--- src/rtl/instruction_decode_pkg.sv ---
// Shared definitions for the decode stage: opcodes, ALU classes and the
// control bundle carried down the pipeline into execute and memory.
package instruction_decode_pkg;

  localparam int PC_WIDTH       = 11;
  localparam int DATA_WIDTH     = 32;
  localparam int REG_ADDR_WIDTH = 5;

  localparam logic [5:0] OP_RTYPE = 6'h00;
  localparam logic [5:0] OP_LW    = 6'h23;
  localparam logic [5:0] OP_SW    = 6'h2B;
  localparam logic [5:0] OP_BEQ   = 6'h04;
  localparam logic [5:0] OP_ADDI  = 6'h08;

  localparam logic [1:0] ALU_ADD   = 2'b00;
  localparam logic [1:0] ALU_SUB   = 2'b01;
  localparam logic [1:0] ALU_FUNCT = 2'b10;

  typedef struct packed {
    logic       reg_dst;
    logic       alu_src;
    logic       mem_to_reg;
    logic       reg_write;
    logic       mem_read;
    logic       mem_write;
    logic       branch;
    logic [1:0] alu_op;
  } ctrl_t;

  localparam ctrl_t CTRL_NOP = '0;

  function automatic ctrl_t decode_ctrl(input logic [5:0] opcode);
    ctrl_t c;
    c = CTRL_NOP;
    case (opcode)
      OP_RTYPE: c = '{reg_dst: 1'b1, alu_src: 1'b0, mem_to_reg: 1'b0, reg_write: 1'b1,
                      mem_read: 1'b0, mem_write: 1'b0, branch: 1'b0, alu_op: ALU_FUNCT};
      OP_LW:    c = '{reg_dst: 1'b0, alu_src: 1'b1, mem_to_reg: 1'b1, reg_write: 1'b1,
                      mem_read: 1'b1, mem_write: 1'b0, branch: 1'b0, alu_op: ALU_ADD};
      OP_SW:    c = '{reg_dst: 1'b0, alu_src: 1'b1, mem_to_reg: 1'b0, reg_write: 1'b0,
                      mem_read: 1'b0, mem_write: 1'b1, branch: 1'b0, alu_op: ALU_ADD};
      OP_BEQ:   c = '{reg_dst: 1'b0, alu_src: 1'b0, mem_to_reg: 1'b0, reg_write: 1'b0,
                      mem_read: 1'b0, mem_write: 1'b0, branch: 1'b1, alu_op: ALU_SUB};
      OP_ADDI:  c = '{reg_dst: 1'b0, alu_src: 1'b1, mem_to_reg: 1'b0, reg_write: 1'b1,
                      mem_read: 1'b0, mem_write: 1'b0, branch: 1'b0, alu_op: ALU_ADD};
      default:  c = CTRL_NOP;
    endcase
    return c;
  endfunction

endpackage

--- src/rtl/instruction_decode_register_file.sv ---
// 32x32 register file: two async read ports, one sync write port, r0 tied
// to zero, and a same-cycle write-through bypass from writeback.
module register_file
  import instruction_decode_pkg::*;
(
  input  logic                      clk_i,
  input  logic                      rst_ni,
  input  logic [REG_ADDR_WIDTH-1:0] raddr1_i,
  input  logic [REG_ADDR_WIDTH-1:0] raddr2_i,
  output logic [DATA_WIDTH-1:0]     rdata1_o,
  output logic [DATA_WIDTH-1:0]     rdata2_o,
  input  logic                      we_i,
  input  logic [REG_ADDR_WIDTH-1:0] waddr_i,
  input  logic [DATA_WIDTH-1:0]     wdata_i
);

  logic [DATA_WIDTH-1:0] regs_q [32];
  logic                  wr_en;

  assign wr_en = we_i && (waddr_i != '0);

  always_ff @(posedge clk_i or negedge rst_ni) begin
    if (!rst_ni) begin
      for (int i = 0; i < 32; i++) regs_q[i] <= '0;
    end else if (wr_en) begin
      regs_q[waddr_i] <= wdata_i;
    end
  end

  // Bypass lets a value written this cycle be consumed by the instruction in ID.
  always_comb begin
    rdata1_o = regs_q[raddr1_i];
    rdata2_o = regs_q[raddr2_i];
    if (wr_en && (raddr1_i == waddr_i)) rdata1_o = wdata_i;
    if (wr_en && (raddr2_i == waddr_i)) rdata2_o = wdata_i;
    if (raddr1_i == '0) rdata1_o = '0;
    if (raddr2_i == '0) rdata2_o = '0;
  end

endmodule

--- src/rtl/instruction_decode.sv ---
// ID stage: decodes the IF/ID instruction, reads registers, detects load-use
// hazards and owns the ID/EX pipeline register.
module instruction_decode
  import instruction_decode_pkg::*;
(
  input  logic                      clock,
  input  logic                      reset_n,
  input  logic [DATA_WIDTH-1:0]     instruccion,
  input  logic [PC_WIDTH-1:0]       pc,
  input  logic                      wb_reg_write,
  input  logic [REG_ADDR_WIDTH-1:0] wb_write_reg,
  input  logic [DATA_WIDTH-1:0]     wb_write_data,
  input  logic                      flush,
  output logic                      stall,
  output logic [PC_WIDTH-1:0]       id_ex_pc,
  output logic [DATA_WIDTH-1:0]     id_ex_read_data_1,
  output logic [DATA_WIDTH-1:0]     id_ex_read_data_2,
  output logic [DATA_WIDTH-1:0]     id_ex_imm,
  output logic [REG_ADDR_WIDTH-1:0] id_ex_rs,
  output logic [REG_ADDR_WIDTH-1:0] id_ex_rt,
  output logic [REG_ADDR_WIDTH-1:0] id_ex_rd,
  output logic                      id_ex_reg_dst,
  output logic                      id_ex_alu_src,
  output logic                      id_ex_mem_to_reg,
  output logic                      id_ex_reg_write,
  output logic                      id_ex_mem_read,
  output logic                      id_ex_mem_write,
  output logic                      id_ex_branch,
  output logic [1:0]                id_ex_alu_op
);

  logic [5:0]                opcode;
  logic [REG_ADDR_WIDTH-1:0] rs, rt, rd;
  logic [DATA_WIDTH-1:0]     rdata1, rdata2, imm;
  logic                      uses_rt, rs_hit, rt_hit;
  ctrl_t                     ctrl;

  assign opcode = instruccion[31:26];
  assign rs     = instruccion[25:21];
  assign rt     = instruccion[20:16];
  assign rd     = instruccion[15:11];
  assign imm    = {{16{instruccion[15]}}, instruccion[15:0]};
  assign ctrl   = decode_ctrl(opcode);

  register_file u_regfile (
    .clk_i    (clock),
    .rst_ni   (reset_n),
    .raddr1_i (rs),
    .raddr2_i (rt),
    .rdata1_o (rdata1),
    .rdata2_o (rdata2),
    .we_i     (wb_reg_write),
    .waddr_i  (wb_write_reg),
    .wdata_i  (wb_write_data)
  );

  logic [PC_WIDTH-1:0]       pc_q,  pc_d;
  logic [DATA_WIDTH-1:0]     rd1_q, rd1_d, rd2_q, rd2_d, imm_q, imm_d;
  logic [REG_ADDR_WIDTH-1:0] rs_q,  rs_d,  rt_q,  rt_d,  rd_q,  rd_d;
  ctrl_t                     ctrl_q, ctrl_d;

  // A flush overrides the hazard so fetch is free to take the branch target.
  assign uses_rt = (opcode == OP_RTYPE) || (opcode == OP_SW) || (opcode == OP_BEQ);
  assign rs_hit  = (rt_q == rs);
  assign rt_hit  = uses_rt && (rt_q == rt);
  assign stall   = ctrl_q.mem_read && (rt_q != '0) && (rs_hit || rt_hit) && !flush;

  always_comb begin
    pc_d   = '0;
    rd1_d  = '0;
    rd2_d  = '0;
    imm_d  = '0;
    rs_d   = '0;
    rt_d   = '0;
    rd_d   = '0;
    ctrl_d = CTRL_NOP;
    if (!flush && !stall) begin
      pc_d   = pc;
      rd1_d  = rdata1;
      rd2_d  = rdata2;
      imm_d  = imm;
      rs_d   = rs;
      rt_d   = rt;
      rd_d   = rd;
      ctrl_d = ctrl;
    end
  end

  always_ff @(posedge clock or negedge reset_n) begin
    if (!reset_n) begin
      pc_q   <= '0;
      rd1_q  <= '0;
      rd2_q  <= '0;
      imm_q  <= '0;
      rs_q   <= '0;
      rt_q   <= '0;
      rd_q   <= '0;
      ctrl_q <= CTRL_NOP;
    end else begin
      pc_q   <= pc_d;
      rd1_q  <= rd1_d;
      rd2_q  <= rd2_d;
      imm_q  <= imm_d;
      rs_q   <= rs_d;
      rt_q   <= rt_d;
      rd_q   <= rd_d;
      ctrl_q <= ctrl_d;
    end
  end

  assign id_ex_pc          = pc_q;
  assign id_ex_read_data_1 = rd1_q;
  assign id_ex_read_data_2 = rd2_q;
  assign id_ex_imm         = imm_q;
  assign id_ex_rs          = rs_q;
  assign id_ex_rt          = rt_q;
  assign id_ex_rd          = rd_q;
  assign id_ex_reg_dst     = ctrl_q.reg_dst;
  assign id_ex_alu_src     = ctrl_q.alu_src;
  assign id_ex_mem_to_reg  = ctrl_q.mem_to_reg;
  assign id_ex_reg_write   = ctrl_q.reg_write;
  assign id_ex_mem_read    = ctrl_q.mem_read;
  assign id_ex_mem_write   = ctrl_q.mem_write;
  assign id_ex_branch      = ctrl_q.branch;
  assign id_ex_alu_op      = ctrl_q.alu_op;

endmodule

--- config.mk ---
export PLATFORM = sky130hd
export DESIGN_NAME = instruction_decode
export DESIGN_NICKNAME = d
export VERILOG_FILES = /design/src/rtl/instruction_decode_pkg.sv /design/src/rtl/instruction_decode_register_file.sv /design/src/rtl/instruction_decode.sv
export SDC_FILE = /design/constraint.sdc
export NUM_CORES = 2
export LEC_CHECK = 0
export ABC_CLOCK_PERIOD_IN_PS = 2500
export CORE_AREA = 4 4 506 408
export CTS_BUF_LIST = sky130_fd_sc_hd__clkbuf_2 sky130_fd_sc_hd__clkbuf_4 sky130_fd_sc_hd__clkbuf_8
export CTS_CLUSTER_DIAMETER = 40
export DETAILED_ROUTE_END_ITERATION = 7
export DIE_AREA = 0 0 510 412
export GPL_TIMING_DRIVEN = 0
export PLACE_DENSITY = 0.43
export SLEW_MARGIN = 15
export SYNTH_ARGS = -nofsm -noshare
export SYNTH_HDL_FRONTEND = slang
export SYNTH_HIERARCHICAL = 1
export SYNTH_SLANG_ARGS = --single-unit
export TNS_END_PERCENT = 1
--- constraint.sdc ---
create_clock -name clock -period 2.5 [get_ports clock]
set_input_delay 0.25 -clock clock [delete_from_list [all_inputs] [get_ports clock]]
set_output_delay 0.25 -clock clock [all_outputs]
set_load 0.05 [all_outputs]
======== After elaboration in Yosys (flattened, before gate mapping) ========
Index checks and enable logic that the tools add are counted.
cells by class
  $lt $le $gt $ge ......................... 4
  eq/ne operators ......................... 8
  mux-type cells .......................... 22
  bitwise gates (word level) .............. 3
  reductions and logical operators ........ 19
operators by type and width
  operator            number
  $bwmux 1024         1
  $mux 32             12
  $bmux 32 s5         2
  $demux 32 s5        1
  $pmux 9 s5          1
  $eq 5x5->1          4
  $ge 6x6->1 const B  3
  $not 5->6           3
  $mux 5              3
  $eq 6x6->1 const B  2
  $mux 11             1
  $logic_not 5->1     2
  $reduce_bool 5->1   2
  $logic_and 1x1->1   9
  $mux 9              1
  $eq 6x3->1 const B  1
  $eq 6x4->1 const B  1
  $logic_not 6->1     1
  $lt 6x1->1 const B  1
  $logic_or 1x1->1    3
  $logic_not 1->1     2
word-level totals
  register bits after elaboration ......... 1155
  input port bits ......................... 84
  word-level logic and storage cells ...... 103

======== Logic depth before layout (Yosys ltp) ========
  depth in word-level cells ............... 10
  mapped depth ............................ 12
  depth with buffers taken out ............ 7

======== Modules after synthesis ========
The synthesis kept the hierarchy.
modules (own cells, without submodules)
  module              times used  cells each  area each (sq um)  sequential area each (sq um)
  register_file       1           3959        55715.9            25624.6
  instruction_decode  1           405         4426.7             2677.6

======== Worst setup path after synthesis ========
Ideal clock, no wire load.
  kind .................................... reg-to-output
  start ................................... register rt_q[4] (netlist: id_ex_rt[4])
  end ..................................... output stall
  data arrival time ....................... 2.149 ns
  required time ........................... 2.250 ns
  path slack .............................. 0.101 ns
  cell stages (with the launch flop) ...... 7
  path through ............................ dfrtp_1 -> or4_1 -> o21a_1 -> buf_2 -> buf_2 -> clkbuf_1 -> o211a_1
between the ends
  cells in the longest elaborated chain, start to end .. 5
  elaborated cells between the ends (all ways) .. 8
  classes of those cells .................. 2 x eq/ne; 6 x reduce/logical
RTL lines
  what                               RTL line                   RTL
  start: declaration                 instruction_decode.sv:59   logic [REG_ADDR_WIDTH-1:0] rs_q, rs_d, rt_q, rt_d, rd_q, rd_d;
  start signal: assignment           instruction_decode.sv:105  rt_q <= rt_d;
  $eq 5x5->1                         instruction_decode.sv:65   assign rt_hit = uses_rt && (rt_q == rt);
  $logic_and 1x1->1                  instruction_decode.sv:65
  $logic_or 1x1->1                   instruction_decode.sv:66   assign stall = ctrl_q.mem_read && (rt_q != '0) && (rs_hit || rt_hit) && !flush;
  $logic_and 1x1->1 * (2 in series)  instruction_decode.sv:66
  end: declaration                   instruction_decode.sv:14   output logic stall,
Mark *: on every way between the ends. The rest lies on a longest branch, timed or not.

======== Worst setup path after layout ========
  start ................................... input instruccion[28]
  end ..................................... output stall
between the ends
  cells in the longest elaborated chain, start to end .. 7
  elaborated cells between the ends (all ways) .. 9
  classes of those cells .................. 2 x eq/ne; 7 x reduce/logical
RTL lines
  what                                           RTL line                  RTL
  start: declaration                             instruction_decode.sv:8   input logic [DATA_WIDTH-1:0] instruccion,
  $eq 6x6->1 or $logic_not 6->1 (tied branches)  instruction_decode.sv:63  assign uses_rt = (opcode == OP_RTYPE) || (opcode == OP_SW) || (opcode == OP_BEQ);
  $logic_or 1x1->1                               instruction_decode.sv:63
  $logic_or 1x1->1 *                             instruction_decode.sv:63
  $logic_and 1x1->1 *                            instruction_decode.sv:65
  $logic_or 1x1->1 *                             instruction_decode.sv:66
  $logic_and 1x1->1 * (2 in series)              instruction_decode.sv:66
Marked as above.

==> reports/results.md <==
| Quantity | This run | Unit |
|---|---|---|
| Result of the run | complete, but fails checks | - |
| Violations in the final reports | negative setup slack | - |
| EDFF count, synth | 0 | - |
| Detailed-route DRC error count | 0 | - |
| Via-per-instance ratio | 6.176 | - |
| Share of layout cells above drive strength 1 | 0.4616 | - |
| Dominant cell type by area after synthesis | sky130_fd_sc_hd__dfrtp_1 | - |
| Endpoint of the worst-slack reg-to-reg timing path | id_ex_read_data_2[20] | - |
| Register clock-pin slew on the reported worst setup and hold paths | 0.06 | ns |
| Worst setup slack for register-to-register paths | -0.01 | ns |
| # Max-Cap Violations | 0 | - |
| Peak fanout along the critical path | 3 | - |
| Count of unique library cells instantiated by Yosys | 66 | - |
| FFs w/ async S/R, synth | 1.000 | - |
| Number of port buffers | 215 | - |
| Peak VDD IR | 0.4929 | mV |
| Fraction of the yosys area taken by sequential cells | 0.4706 | - |
| Filler Cells Inserted | 19.48k | - |
| Overall overflow remaining after global route | 0 | - |
| Count of state elements after synthesis | 1131 | - |
| Depth of the most critical reg-to-reg path | 10 | - |
| Class of the tightest hold or removal check | input port to asynchronous set/reset pin | - |
| Final Hold Violating Endpoints | 0 | - |
| Final WS setup | -0.5070 | ns |
| TritonCTS clock tree | done | - |
| Horizontal die dimension | 510 | um |
| Max Root-Sink Buffers | 3 | - |
| Placed cell area | 66600 | sq um |
| Die height | 412 | um |
| Required arrival time at the worst endpoint | 2.25 | ns |
| # H-tree levels | 4 | - |
| Wire length of the first global-routing pass | 456.4 | mm |
| Count of endpoints failing setup in the final report | 129 | - |
| Die area | 210100 | sq um |
| Total standard cell area after synthesis | 60140 | sq um |
| Min Hold Slack | 0.1092 | ns |
| Final standard cell utilization of the core | 0.3674 | - |
| Setup tns final | -12.56 | ns |
| Slew Viols, Final | 0 | - |
| Area share of the leading cell type in the synthesized netlist | 0.4706 | - |
| Initial Utilization | 0.2977 | - |
| Net count after synthesis | 4448 | - |
| Kind of launch point of the worst setup path | input port | - |
| Number of cells after detailed placement | 7312 | - |
| Maximum number of pins on one net before global-route repair | 135 | - |
| Vias in the first global route | 45.99k | - |
| Count of boundary I/O pins | 216 | - |
| Layout overhead on the synthesized area | 23.42 | % |
| Pre-CTS setup slack | -3.454 | ns |
| Latest clock arrival within the worst-skew pair | 1.00 | ns |
| Final routed wire length divided by cell count | 45.37 | um |
| Overall track demand over capacity in global routing | 0.3287 | - |
| Via total after detailed routing | 48.11k | - |
| Minimum clock period after layout | 3.007 | ns |
| Number of antenna violations at the first check in global routing | 35 | - |
| Wire length reported by the detailed router | 353.5 | mm |
| Synthesized instance count | 4364 | - |
| Sink Count | 1131 | - |
| Areal power density over the cells | 805.6 | nW/um^2 |
| RSZ-0062 raised after global routing | true | - |
| Arr. time, crit path | 2.76 | ns |
| Cell at the root of the clock tree | sky130_fd_sc_hd__clkbuf_8 | - |
| Footprint of the flip-flops and latches | 28310 | sq um |
| Biggest area contributors in the synthesized netlist | sky130_fd_sc_hd__dfrtp_1, sky130_fd_sc_hd__mux2_2, sky130_fd_sc_hd__mux4_2 | - |
| Crit end category | output pin | - |
| Slew Limit Headroom | 0.05248 | - |
| Finished Layout Cells | 7790 | - |
| Achievable clock frequency | 332.6 | MHz |
| Static leakage | 32.20 | nW |
| Final weighted congestion in routability-driven placement | 0.9952 | - |
| First-pass iteration count of the detailed router | 8 | - |
| Worst-case clock skew | 0.05420 | ns |
| Std-Cell Rows | 148 | - |
| Number of DRC violations after detailed-routing iteration 0 | 6978 | - |
| Post-route cell area | 74230 | sq um |
| Multi-input logic area | 29650 | sq um |
| Tightest Pin Transition | 1.421 | ns |
| # nets final | 4994 | - |
| Post-route fraction of the period consumed by the critical path | 1.203 | - |
| Yosys synthesis warning count | 6 | - |
| Most instantiated flip-flop cell in the synthesis netlist | sky130_fd_sc_hd__dfrtp_1 | - |
| Antenna-violating nets left | 0 | - |
| Core region area | 202000 | sq um |
| Detailed-placement wirelength estimate | 237.3 | mm |
| Total power | 59.80 | mW |
| FF-to-FF Start | id_ex_rt[4] | - |
| CTS Buf Count | 217 | - |
| Synthesized area divided by synthesized cell count | 13.78 | sq um |
| Worst setup path class | input port to output pin | - |
[logic make-up after synthesis]
group                  Yosys count  synth area share
AO/OA/AOI/OAI                  572           0.07117
flip-flops                    1131            0.4706
AND/OR/NAND/NOR                296           0.02407
buffers and inverters          613           0.05043
multiplexers                  1732            0.3808
XOR/XNOR                        20          0.002913
[where the power goes]
part | switching, mW | internal, mW
logic | 7.49 | 6.54
clock network | 9.12 | 12.5
registers | 2.56 | 21.6
total | 19.2 | 40.6
[placed cells by master, fill, tap and decap left out, drive strengths merged, types with 50 or more instances in the layout]
cell,netlist,layout
nor2,83,83
inv,111,118
nand2,54,54
mux2,1047,1047
mux2i,345,345
mux4,340,340
dfrtp,1131,1131
clkbuf,231,551
a211oi,143,143
a221oi,75,75
nor3,73,73
clkdlybuf4s50,0,167
a21oi,50,50
o22ai,52,52
o21ai,69,69
buf,271,368
[cell usage after synthesis (6+ instances only)]
cell	n
sky130_fd_sc_hd__a2111oi_0	11
sky130_fd_sc_hd__a211o_1	12
sky130_fd_sc_hd__a211oi_1	143
sky130_fd_sc_hd__a21oi_1	50
sky130_fd_sc_hd__a221o_1	35
sky130_fd_sc_hd__a221oi_1	75
sky130_fd_sc_hd__a22o_1	24
sky130_fd_sc_hd__a22oi_1	30
sky130_fd_sc_hd__a311oi_1	6
sky130_fd_sc_hd__buf_1	52
sky130_fd_sc_hd__buf_2	121
sky130_fd_sc_hd__buf_4	58
sky130_fd_sc_hd__buf_6	30
sky130_fd_sc_hd__clkbuf_1	231
sky130_fd_sc_hd__dfrtp_1	1131
sky130_fd_sc_hd__inv_1	108
sky130_fd_sc_hd__mux2_1	11
sky130_fd_sc_hd__mux2_2	1036
sky130_fd_sc_hd__mux2i_1	345
sky130_fd_sc_hd__mux4_2	339
sky130_fd_sc_hd__nand2_1	54
sky130_fd_sc_hd__nand2b_1	12
sky130_fd_sc_hd__nand3_1	8
sky130_fd_sc_hd__nand3b_1	7
sky130_fd_sc_hd__nor2_1	83
sky130_fd_sc_hd__nor2b_1	10
sky130_fd_sc_hd__nor3_1	72
sky130_fd_sc_hd__nor3b_1	6
sky130_fd_sc_hd__nor4_1	16
sky130_fd_sc_hd__o211ai_1	8
sky130_fd_sc_hd__o21ai_0	63
sky130_fd_sc_hd__o21ai_1	6
sky130_fd_sc_hd__o221ai_1	21
sky130_fd_sc_hd__o22a_1	6
sky130_fd_sc_hd__o22ai_1	52
sky130_fd_sc_hd__o32ai_1	8
sky130_fd_sc_hd__or2_2	6
sky130_fd_sc_hd__xnor2_1	18
[critical path, stage by stage]
cell and delay, ns:
sky130_fd_sc_hd__clkdlybuf4s50_1 0.40, sky130_fd_sc_hd__dlygate4sd3_1 0.59, sky130_fd_sc_hd__nand4b_1 0.25, sky130_fd_sc_hd__or2_2 0.34
sky130_fd_sc_hd__a2111oi_4 0.34, sky130_fd_sc_hd__buf_4 0.19, sky130_fd_sc_hd__buf_6 0.09, sky130_fd_sc_hd__o211a_1 0.15
sky130_fd_sc_hd__buf_6 0.16
[registers in the layout, indices dropped and copies added, names as in the netlist]
name and flops:
id_ex_rt 5, id_ex_read_data_1 32, id_ex_reg_write 1, id_ex_alu_src 1
id_ex_alu_op 2, id_ex_imm 12, id_ex_rd 4, id_ex_mem_write 1
u_regfile/regs_q 1024, id_ex_read_data_2 32, id_ex_rs 5, id_ex_pc 11
id_ex_mem_read 1
[layer usage]
| layer | wire length [um] | up-vias | GRT usage |
|---|---|---|---|
| met5 | 54 | - | 0 |
| met3 | 48290 | 759 | 0.1367 |
| li1 | - | 17790 | - |
| met1 | 145700 | 25980 | 0.4514 |
| met4 | 19620 | 6 | 0.1531 |
| met2 | 139800 | 3577 | 0.4446 |
[worst max-delay path by stage]
stage / endpoint / slack (ns) / from
2_1_floorplan: stall / 0.10 / id_ex_rt[4]
3_3_place_gp: id_ex_read_data_2[15] / -54.83 / reset_n
3_5_place_dp: id_ex_read_data_1[1] / -3.45 / instruccion[25]
4_1_cts: stall / -0.62 / id_ex_rt[4]
5_1_grt: stall / -0.63 / id_ex_rt[4]
6_report: stall / -0.51 / instruccion[28]
[what timing repair did]
item	4_1_cts	5_1_grt
hold buffers	44	11
hold endpoints to repair	337	129
setup buffers	19	9
pin swaps	14	15
setup endpoints to repair	106	215
gates resized for setup	422	132
[cell type report]
| cell class | count | area share |
|---|---|---|
| Antenna cell | 14 | 0.0004720 |
| Buffer | 497 | 0.05025 |
| Clock buffer | 325 | 0.05529 |
| Clock inverter | 60 | 0.01205 |
| Inverter | 111 | 0.005849 |
| Multi-Input combinational cell | 2620 | 0.3995 |
| Sequential cell | 1131 | 0.3814 |
| Tap cell | 2700 | 0.04551 |
| Timing Repair Buffer | 332 | 0.04973 |
Power figures use the tool's default switching activity.
